--- src/rtl/esm_report_arbiter_if.sv ---
// ---------------------------------------------------------------------------
// esm_report_arbiter_if
//   Stream bundle between the report sources / DMA sink and the report
//   arbiter.
//
//   Input_valid  [N]      source -> arbiter  per-source beat valid
//   Input_data   [N][DW]  source -> arbiter  per-source beat data
//   Input_last   [N]      source -> arbiter  per-source end of packet
//   Input_ready  [N]      arbiter -> source  per-source accept (one-hot or zero)
//   Output_ready          sink -> arbiter    downstream accept
//   Output_valid          arbiter -> sink    registered beat valid
//   Output_data  [DW]     arbiter -> sink    registered beat data
//   Output_last           arbiter -> sink    registered end of packet
//
//   master : environment side (sources and downstream sink)
//   slave  : arbiter side
// ---------------------------------------------------------------------------
interface esm_report_arbiter_if #(
    parameter int unsigned NUM_INPUTS     = 4,
    parameter int unsigned AXI_DATA_WIDTH = 32
);
    logic [NUM_INPUTS-1:0]                     Input_valid;
    logic [NUM_INPUTS-1:0][AXI_DATA_WIDTH-1:0] Input_data;
    logic [NUM_INPUTS-1:0]                     Input_last;
    logic [NUM_INPUTS-1:0]                     Input_ready;

    logic                                      Output_ready;
    logic                                      Output_valid;
    logic [AXI_DATA_WIDTH-1:0]                 Output_data;
    logic                                      Output_last;

    modport master (
        output Input_valid,
        output Input_data,
        output Input_last,
        input  Input_ready,
        output Output_ready,
        input  Output_valid,
        input  Output_data,
        input  Output_last
    );

    modport slave (
        input  Input_valid,
        input  Input_data,
        input  Input_last,
        output Input_ready,
        input  Output_ready,
        output Output_valid,
        output Output_data,
        output Output_last
    );
endinterface

--- src/rtl/esm_report_arbiter.sv ---
// ---------------------------------------------------------------------------
// esm_report_arbiter
//   Packet-level round-robin merge of report streams onto the single ESM
//   report stream. A granted source owns the output until its last beat,
//   so packets never interleave. The output stage is a single register that
//   still sustains one beat per cycle. Packets longer than
//   MAX_WORDS_PER_PACKET are cut: the MAX-th beat goes out with last forced,
//   Error_overlength pulses, and the rest of the packet is drained and
//   dropped.
//
//   Clk               in   rising-edge clock
//   Rst_n             in   synchronous reset, active low
//   Enable            in   permits new grants (sampled only while idle)
//   bus               slave modport of esm_report_arbiter_if (streams)
//   Error_overlength  out  one-cycle pulse, aligned with the truncated beat
//                          appearing on Output_valid
// ---------------------------------------------------------------------------
module esm_report_arbiter #(
    parameter int unsigned NUM_INPUTS           = 4,
    parameter int unsigned AXI_DATA_WIDTH       = 32,
    parameter int unsigned MAX_WORDS_PER_PACKET = 64
) (
    input  logic                 Clk,
    input  logic                 Rst_n,
    input  logic                 Enable,
    esm_report_arbiter_if.slave  bus,
    output logic                 Error_overlength
);

    localparam int unsigned IDX_W = $clog2(NUM_INPUTS);
    localparam int unsigned CNT_W = $clog2(MAX_WORDS_PER_PACKET + 1);

    localparam logic [IDX_W-1:0] LAST_IDX  = IDX_W'(NUM_INPUTS - 1);
    localparam logic [IDX_W:0]   NUM_WIDE  = (IDX_W + 1)'(NUM_INPUTS);
    localparam logic [CNT_W-1:0] TRUNC_CNT = CNT_W'(MAX_WORDS_PER_PACKET - 1);

    typedef enum logic [1:0] {
        S_IDLE,
        S_ACTIVE,
        S_FLUSH
    } state_e;

    state_e                    state_q, state_d;
    logic [IDX_W-1:0]          grant_q, grant_d;
    logic [IDX_W-1:0]          rr_ptr_q, rr_ptr_d;
    logic [CNT_W-1:0]          word_cnt_q, word_cnt_d;
    logic                      out_valid_q, out_valid_d;
    logic [AXI_DATA_WIDTH-1:0] out_data_q, out_data_d;
    logic                      out_last_q, out_last_d;
    logic                      err_q, err_d;

    logic                      slot_free;
    logic                      cur_valid;
    logic                      cur_last;
    logic [AXI_DATA_WIDTH-1:0] cur_data;
    logic                      accept;
    logic                      trunc;
    logic [IDX_W-1:0]          next_ptr;

    logic                      pick_found;
    logic [IDX_W-1:0]          pick_idx;
    logic [IDX_W:0]            cand_sum;
    logic [IDX_W-1:0]          cand_idx;

    // -----------------------------------------------------------------------
    // Datapath helpers
    // -----------------------------------------------------------------------
    assign slot_free = !out_valid_q || bus.Output_ready;
    assign cur_valid = bus.Input_valid[grant_q];
    assign cur_last  = bus.Input_last[grant_q];
    assign cur_data  = bus.Input_data[grant_q];
    assign accept    = (state_q == S_ACTIVE) && cur_valid && slot_free;

    // The beat being accepted is number word_cnt_q + 1.
    assign trunc     = (word_cnt_q == TRUNC_CNT) && !cur_last;

    assign next_ptr  = (grant_q == LAST_IDX) ? '0 : grant_q + IDX_W'(1);

    // -----------------------------------------------------------------------
    // Rotational pick: first valid source at or after rr_ptr_q. The wrap is
    // a compare-and-subtract so non-power-of-two NUM_INPUTS need no divider.
    // -----------------------------------------------------------------------
    always_comb begin
        pick_found = 1'b0;
        pick_idx   = '0;
        cand_sum   = '0;
        cand_idx   = '0;
        for (int unsigned k = 0; k < NUM_INPUTS; k++) begin
            cand_sum = {1'b0, rr_ptr_q} + (IDX_W + 1)'(k);
            if (cand_sum >= NUM_WIDE) begin
                cand_sum = cand_sum - NUM_WIDE;
            end
            cand_idx = cand_sum[IDX_W-1:0];
            if (!pick_found && bus.Input_valid[cand_idx]) begin
                pick_found = 1'b1;
                pick_idx   = cand_idx;
            end
        end
    end

    // -----------------------------------------------------------------------
    // Per-source ready: only the granted source, and only outside S_IDLE.
    // -----------------------------------------------------------------------
    always_comb begin
        bus.Input_ready = '0;
        if (state_q == S_ACTIVE) begin
            bus.Input_ready[grant_q] = slot_free;
        end else if (state_q == S_FLUSH) begin
            bus.Input_ready[grant_q] = 1'b1;
        end
    end

    // -----------------------------------------------------------------------
    // Next-state and output-stage logic
    // -----------------------------------------------------------------------
    always_comb begin
        state_d     = state_q;
        grant_d     = grant_q;
        rr_ptr_d    = rr_ptr_q;
        word_cnt_d  = word_cnt_q;
        out_valid_d = out_valid_q && !bus.Output_ready;
        out_data_d  = out_data_q;
        out_last_d  = out_last_q;
        err_d       = 1'b0;

        case (state_q)
            S_IDLE: begin
                if (Enable && pick_found) begin
                    grant_d = pick_idx;
                    state_d = S_ACTIVE;
                end
            end

            S_ACTIVE: begin
                if (accept) begin
                    out_valid_d = 1'b1;
                    out_data_d  = cur_data;
                    out_last_d  = cur_last || trunc;
                    word_cnt_d  = word_cnt_q + CNT_W'(1);
                    if (cur_last) begin
                        state_d    = S_IDLE;
                        word_cnt_d = '0;
                        rr_ptr_d   = next_ptr;
                    end else if (trunc) begin
                        state_d    = S_FLUSH;
                        word_cnt_d = '0;
                        rr_ptr_d   = next_ptr;
                        err_d      = 1'b1;
                    end
                end
            end

            S_FLUSH: begin
                if (cur_valid && cur_last) begin
                    state_d = S_IDLE;
                end
            end

            default: begin
                state_d = S_IDLE;
            end
        endcase
    end

    // -----------------------------------------------------------------------
    // Registers
    // -----------------------------------------------------------------------
    always_ff @(posedge Clk) begin
        if (!Rst_n) begin
            state_q     <= S_IDLE;
            grant_q     <= '0;
            rr_ptr_q    <= '0;
            word_cnt_q  <= '0;
            out_valid_q <= 1'b0;
            out_data_q  <= '0;
            out_last_q  <= 1'b0;
            err_q       <= 1'b0;
        end else begin
            state_q     <= state_d;
            grant_q     <= grant_d;
            rr_ptr_q    <= rr_ptr_d;
            word_cnt_q  <= word_cnt_d;
            out_valid_q <= out_valid_d;
            out_data_q  <= out_data_d;
            out_last_q  <= out_last_d;
            err_q       <= err_d;
        end
    end

    assign bus.Output_valid = out_valid_q;
    assign bus.Output_data  = out_data_q;
    assign bus.Output_last  = out_last_q;
    assign Error_overlength = err_q;

endmodule

--- src/flat_wrapper.sv ---
// flat-port wrapper written by rule: the top's interface ports become plain ports
module esm_report_arbiter_flat 
#(
    parameter int unsigned NUM_INPUTS           = 4,
    parameter int unsigned AXI_DATA_WIDTH       = 32,
    parameter int unsigned MAX_WORDS_PER_PACKET = 64
)
  (Clk, Rst_n, Enable, Error_overlength, bus_Input_valid, bus_Input_data, bus_Input_last, bus_Input_ready, bus_Output_ready, bus_Output_valid, bus_Output_data, bus_Output_last);
  esm_report_arbiter_if #(.NUM_INPUTS(NUM_INPUTS), .AXI_DATA_WIDTH(AXI_DATA_WIDTH)) bus_i ();
  input  logic Clk;
  input  logic Rst_n;
  input  logic Enable;
  output logic Error_overlength;
  input wire logic [$bits(bus_i.Input_valid)-1:0] bus_Input_valid;
  input wire logic [$bits(bus_i.Input_data)-1:0] bus_Input_data;
  input wire logic [$bits(bus_i.Input_last)-1:0] bus_Input_last;
  output wire logic [$bits(bus_i.Input_ready)-1:0] bus_Input_ready;
  input wire logic [$bits(bus_i.Output_ready)-1:0] bus_Output_ready;
  output wire logic [$bits(bus_i.Output_valid)-1:0] bus_Output_valid;
  output wire logic [$bits(bus_i.Output_data)-1:0] bus_Output_data;
  output wire logic [$bits(bus_i.Output_last)-1:0] bus_Output_last;
  assign bus_i.Input_valid = bus_Input_valid;
  assign bus_i.Input_data = bus_Input_data;
  assign bus_i.Input_last = bus_Input_last;
  assign bus_Input_ready = bus_i.Input_ready;
  assign bus_i.Output_ready = bus_Output_ready;
  assign bus_Output_valid = bus_i.Output_valid;
  assign bus_Output_data = bus_i.Output_data;
  assign bus_Output_last = bus_i.Output_last;
  esm_report_arbiter #(.NUM_INPUTS(NUM_INPUTS), .AXI_DATA_WIDTH(AXI_DATA_WIDTH), .MAX_WORDS_PER_PACKET(MAX_WORDS_PER_PACKET)) u_core (.Clk(Clk), .Rst_n(Rst_n), .Enable(Enable), .bus(bus_i), .Error_overlength(Error_overlength));
endmodule
--- config.mk ---
export PLATFORM = sky130hd
export DESIGN_NAME = esm_report_arbiter_flat
export DESIGN_NICKNAME = d
export VERILOG_FILES = /design/src/rtl/esm_report_arbiter_if.sv /design/src/rtl/esm_report_arbiter.sv /design/src/flat_wrapper.sv
export SDC_FILE = /design/constraint.sdc
export NUM_CORES = 1
export LEC_CHECK = 0
export CAP_MARGIN = 20
export CORE_MARGIN = 2
export CORE_UTILIZATION = 37
export CTS_CLUSTER_SIZE = 10
export DETAILED_ROUTE_END_ITERATION = 8
export PLACE_DENSITY = 0.82
export SETUP_SLACK_MARGIN = 0.1
export SYNTH_ARGS = -nofsm -noshare
export SYNTH_HDL_FRONTEND = slang
export SYNTH_SLANG_ARGS = --single-unit
--- constraint.sdc ---
create_clock -name Clk -period 2.4 [get_ports Clk]
set_clock_uncertainty 0.05 [all_clocks]
set_input_delay 0.72 -clock Clk [delete_from_list [all_inputs] [get_ports Clk]]
set_output_delay 0.72 -clock Clk [all_outputs]
set_load 0.02 [all_outputs]
# After elaboration in Yosys (flattened, before gate mapping)
# Index checks and enable logic that the tools add are counted.
[totals] word_cells=108 output_inout_bits=39 input_bits=140 ff_bits=48
[op_classes] eq_ne=8 n_bitwise=4 n_reduce_logical=25 order_cmp=10 n_mux=44 addsub=9
[ops] cell="$bmux 32 s2" n=1
[ops] cell="$mux 2" n=16
[ops] cell="$mux 32" n=1
[ops] cell="$lt 2x3->1 const B" n=5
[ops] cell="$mux 1" n=14
[ops] cell="$mux 7" n=2
[ops] cell="$bmux 1 s2" n=6
[ops] cell="$logic_and 1x1->1" n=10
[ops] cell="$ge 3x3->1 const B" n=3
[ops] cell="$mux 4" n=2
[ops] cell="$sub 2x1->2 const B" n=4
[ops] cell="$add 7x1->7 const B" n=1
[ops] cell="$eq 7x6->1 const B" n=1
[ops] cell="$add 2x2->3 const B" n=2
[ops] cell="$logic_not 1->1" n=6
[ops] cell="$pmux 2 s3" n=1
[ops] cell="$and 4x4->4" n=1
[ops] cell="$eq 2x2->1 const B" n=2
[ops] cell="$ne 2x1->1 const B" n=2
[ops] cell="$reduce_and 2->1" n=2
[ops] cell="$reduce_and 4->1" n=1
[ops] cell="$reduce_or 4->1" n=1
[ops] cell="$add 2x1->3 const B" n=1
[ops] cell="$ge 2x3->1 const B" n=1
[ops] cell="other kinds (11)" n=14

# Longest topological paths before layout
# Gate-level depths: netlist (run 1).
[logic_depth] ltp_word=17 mapped_depth=7 depth_no_buf=5

# Worst setup path before layout (run 1)
# OpenSTA, ideal clock, no wires.
[synth_path] kind="register to output" start="register u_core.grant_q[1]" end="output port bus_Input_ready[0]" t_arrival_ps=1310 n_path_buf=2 required_ps=1630 stages_incl_launch_ff=6 path_slack_ps=320 cell_sequence="dfxtp_1 -> buf_2 -> buf_1 -> inv_1 -> ha_1 -> and2_1"
[synth_via] elab_chain_cells=6 elab_cells_between_ends=8 classes_between="order compare: 2; mux: 4; bitwise: 1; reduce/logical: 1"
[synth_rtl] item="from (decl)" line_no="esm_report_arbiter.sv:44" rtl="logic [IDX_W-1:0] grant_q, grant_d;"
[synth_rtl] item="from (signal assigned)" line_no="esm_report_arbiter.sv:180" rtl="grant_q <= grant_d;"
[synth_rtl] item="$lt 2x3->1 (implied by the code) / $ge 2x1->1 (equally long branches)" line_no="esm_report_arbiter.sv:107, esm_report_arbiter.sv:109"
[synth_rtl] item="$logic_and 1x1->1 (implied by the code)" line_no="esm_report_arbiter.sv:107, esm_report_arbiter.sv:109"
[synth_rtl] item="$mux 1 (implied by the code)" line_no="esm_report_arbiter.sv:107, esm_report_arbiter.sv:109"
[synth_rtl] item="$demux 1 s2 (*)"
[synth_rtl] item="$mux 4 / $and 4x4->4 (equally long branches)"
[synth_rtl] item="$mux 4 (*)" line_no="esm_report_arbiter.sv:106" rtl="if (state_q == S_ACTIVE) begin"
[synth_rtl] item="to (decl)" line_no="flat_wrapper.sv:17" rtl="output wire logic [$bits(bus_i.Input_ready)-1:0] bus_Input_ready;"
# Every way passes the cells marked *; elsewhere a longest branch is shown, timed or not.

# Final worst setup path (run 1)
[layout_path] start="input port bus_Output_ready" end="output port bus_Input_ready[1]"
[layout_via] elab_chain_cells=3
[layout_rtl] item="from (decl)" line_no="flat_wrapper.sv:18" rtl="input wire logic [$bits(bus_i.Output_ready)-1:0] bus_Output_ready;"
[layout_rtl] item="$logic_or 1x1->1" line_no="esm_report_arbiter.sv:68" rtl="assign slot_free = !out_valid_q || bus.Output_ready;"
[layout_rtl] item="$and 4x4->4 (no line)"
[layout_rtl] item="$mux 4" line_no="esm_report_arbiter.sv:106"
# No other way between the ends.

==> results.py, run 1 <==
metrics = {
    "outcome": {
        "outcome": "complete, no violations",
    },
    "synth": {
        "yosysTopAreaCell": "dfxtp_1",
        "yosysTopAreaCellShare_pct": 35.0,
        "ys_top_cells_by_area": "dfxtp_1, mux4_2, nand2_1",
        "ys_seq_area_share_pct": 35.0,
        "async_reset_ff_share_pct": 0,
        "syn_inst": 283,
        "ys_warn_count": 0,
        "postSynthAreaPerCell_um2": 9.69,
        "synth_edf_count": 0,
        "syn-cell-area_um2": 2740,
        "synthesis.nets": 428,
        "synthDistinctLibCells": 34,
        "synth_seq_cells": 48,
        "synth_top_flop_cell": "dfxtp_1",
    },
    "worst_setup_path": {
        "end_kind": "output port",
        "cpMostUsedCell": "nand2_4",
        "required_ps": 1630,
        "critPathBufInv": 2,
        "crit_slowest_cell": "dlygate4sd2_1",
        "critPathMaxFanout": 4,
        "critPathArrivalTime_ps": 1500,
        "cp_top_family": "simple AND/OR/NAND/NOR gates",
        "worstSetupPathType": "in2out",
        "rr_startpoint": "u_core.grant_q[0]$_SDFFE_PN0P_",
        "cp_cell_sequence": "dlygate4sd2_1 -> nand2b_4 -> nand2_4 -> nand2_4 -> and2_4 -> buf_6",
        "start_kind": "input pin",
        "worstSetupStartpoint": "bus_Output_ready",
        "slowest_delay_ps": 230,
    },
    "timing": {
        "worst_slew_pin_slew_ps": 336,
        "post-route-period-util_pct": 94.4,
        "drv_slew": 0,
        "setup_violations": 0,
        "hold_violations": 0,
        "final.setup.tns_ps": 0,
        "rsz0062_at_grt": "false",
        "relSlewSlack_pct": 77.6,
        "min_period_ps": 2270,
        "fmax_ghz": 0.441,
    },
    "routing": {
        "post-route-drc-count": 0,
        "ant_nets": 0,
        "routed_via_density": 5.13,
        "vias": 2932,
        "drt_wl_total_um": 8310,
        "routedWlPerCell_um": 14.6,
        "dr.first_iter.drc_count": 90,
        "drt-pass1-iter-count": 4,
    },
    "global_route": {
        "grt_usage_pct": 20.1,
        "grt_max_degree": 27,
        "grt_pass1_vias": 3005,
        "globalRouteOverflowTotal": 0,
        "grt_pass1_wl_um": 13500,
        "antenna_found_initial": 0,
    },
    "placed_design": {
        "dp.cells": 563,
        "portBuffers": 178,
        "dp_hpwl_um": 6980,
        "place_congestion": 0.817,
    },
    "cts": {
        "path_clk_slew_ps": 80,
        "cts_hold_buffers": 0,
        "cts_sinks": 48,
        "clock_latency_ps": 300,
        "cts_tree": "done",
        "cts_setup_buffers": 0,
        "cts_buffers": 5,
        "h-tree-depth": 2,
        "clockRootBuffer": "clkbuf_8",
        "clock_path_buffers": 2,
    },
    "cells_and_area": {
        "stdcell_count": 571,
        "antenna_cells": 0,
        "final_nets": 616,
        "fillCellCount": 570,
        "final_common_cell": "clkdlybuf4s50_1",
        "layout_common_cells": "clkdlybuf4s50_1, nand2_1, dfxtp_1",
        "seq_area_um2": 963,
        "multi_input_area_um2": 1690,
        "syn_to_final_growth_pct": 78.4,
        "drive_gt1_share_pct": 17.4,
    },
    "die": {
        "die_h_um": 90.1,
        "fp.coreArea_um2": 7210,
        "io_pins": 179,
        "num_rows": 31,
        "die_area_um2": 8120,
        "initial_utilization_pct": 38.0,
        "die_w_um": 90.1,
    },
    "pwr": {
        "power.density_nw_per_um2": 439,
        "ir_drop_mv": 0.240,
        "p_clk_share_pct": 29.4,
        "seqPwrFrac_pct": 39.9,
        "combPwrFrac_pct": 30.8,
        "power.switching_uw": 530,
        "intPower_uw": 1620,
        "p_leak_uw": 0.00174,
        "swShare_pct": 24.6,
    },
    "hold_path": {
        "hp-start": "u_core.bus.Output_data[14]$_SDFFE_PN0P_",
        "hp-class": "reg2reg",
    },
    "run": {
        "drv_cap": 0,
    },
}
## metal layers
metal  vias up  GRT usage [%]  part of all wire (%)
met5         -              0                     0
met4         0           5.90                   2.1
met3        17           4.27                   6.4
met2       112           39.3                    56
met1      1402           21.5                    35
li1       1401              -                     -
## timing repair
action,in CTS,in global routing
resized for setup,34,0
setup endpoints to repair,4,0
hold endpoints to repair,0,0
## worst paths after layout
kind                                                                 to  slack (ps)  cells past startpoint
worst max-delay path                                 bus_Input_ready[1]         130                      6
worst min-delay path            u_core.bus.Output_data[14]$_SDFFE_PN0P_         410                      2
worst max register to register        u_core.word_cnt_q[4]$_SDFFE_PN0P_         350                      6
worst min register to register  u_core.bus.Output_data[14]$_SDFFE_PN0P_         410                      2
## state kept, by name, indices dropped and copies added, names as in the netlist
signal / count
u_core.bus.Output_data: 32
u_core.word_cnt_q: 7
u_core.grant_q: 2
u_core.rr_ptr_q: 2
u_core.state_q: 2
u_core.Error_overlength: 1
u_core.bus.Output_last: 1
u_core.bus.Output_valid: 1
## cell usage after synthesis, types with 2 or more instances
cell type  instances
nand2_1           72
dfxtp_1           48
a21oi_1           43
mux4_2            34
clkbuf_1          10
buf_2              9
o21ai_0            9
nand3_1            6
ha_1               5
nor2_1             5
and2_1             4
inv_1              4
nand2b_1           4
and3_1             3
a21o_1             2
buf_6              2
nand4b_1           2
nor2b_1            2
o22ai_1            2
o31ai_1            2
or4_1              2
## kinds of logic after synthesis
group / Yosys count / share of synthesized area, %
AO/OA/AOI/OAI: 63 / 12.7
XOR/XNOR: 1 / 0.319
adder cells (fa/ha/maj): 5 / 2.28
buffers and inverters: 27 / 4.65
flip-flops: 48 / 35.0
multiplexers: 34 / 27.9
AND/OR/NAND/NOR: 105 / 17.1
## power by group through the flow
stage | logic, uW | clock network (uW) | registers, uW
floorplan | 244 | 0 | 912
global placement | 642 | 0 | 874
detailed placement | 655 | 0 | 875
CTS | 667 | 636 | 857
global route | 707 | 665 | 862
finish | 661 | 631 | 857
## cell type report
type | instances | area share (%)
Timing Repair Buffer | 203 | 40.3
Multi-Input combinational cell | 208 | 34.5
Sequential cell | 48 | 19.7
Tap cell | 99 | 2.53
Clock buffer | 7 | 1.97
Clock inverter | 1 | 0.614
Inverter | 5 | 0.384
## worst min-delay path, stage by stage (launching register included)
cell and delay [ps]:
dfxtp_1 310, nand2_1 50, a21oi_1 50
## metrics by stage
step | hold slack [ps] | setup WS (ps) | area (um2) | power, uW | util, %
6_report | 406 | 135 | 4890 | 2150 | 67.8
5_1_grt | 420 | 113 | 4890 | 2240 | 67.8
4_1_cts | 408 | 135 | 4890 | 2160 | 67.8
3_5_place_dp | 396 | -611 | 4730 | 1530 | 65.6
3_3_place_gp | 393 | -603 | 4730 | 1520 | 65.6
2_1_floorplan | 391 | 320 | 2740 | 1160 | -
(Power assumes the default switching activity.)
==> run 2: changes to the inputs <==
--- a/config.mk
+++ b/config.mk
@@ -8,7 +8,6 @@
 export CAP_MARGIN = 20
 export CORE_MARGIN = 2
 export CORE_UTILIZATION = 37
-export CTS_CLUSTER_SIZE = 10
 export DETAILED_ROUTE_END_ITERATION = 8
 export PLACE_DENSITY = 0.82
 export SETUP_SLACK_MARGIN = 0.1
==> results of run 2 <==
Final layout, timing and power as in run 1 (identical DEF).
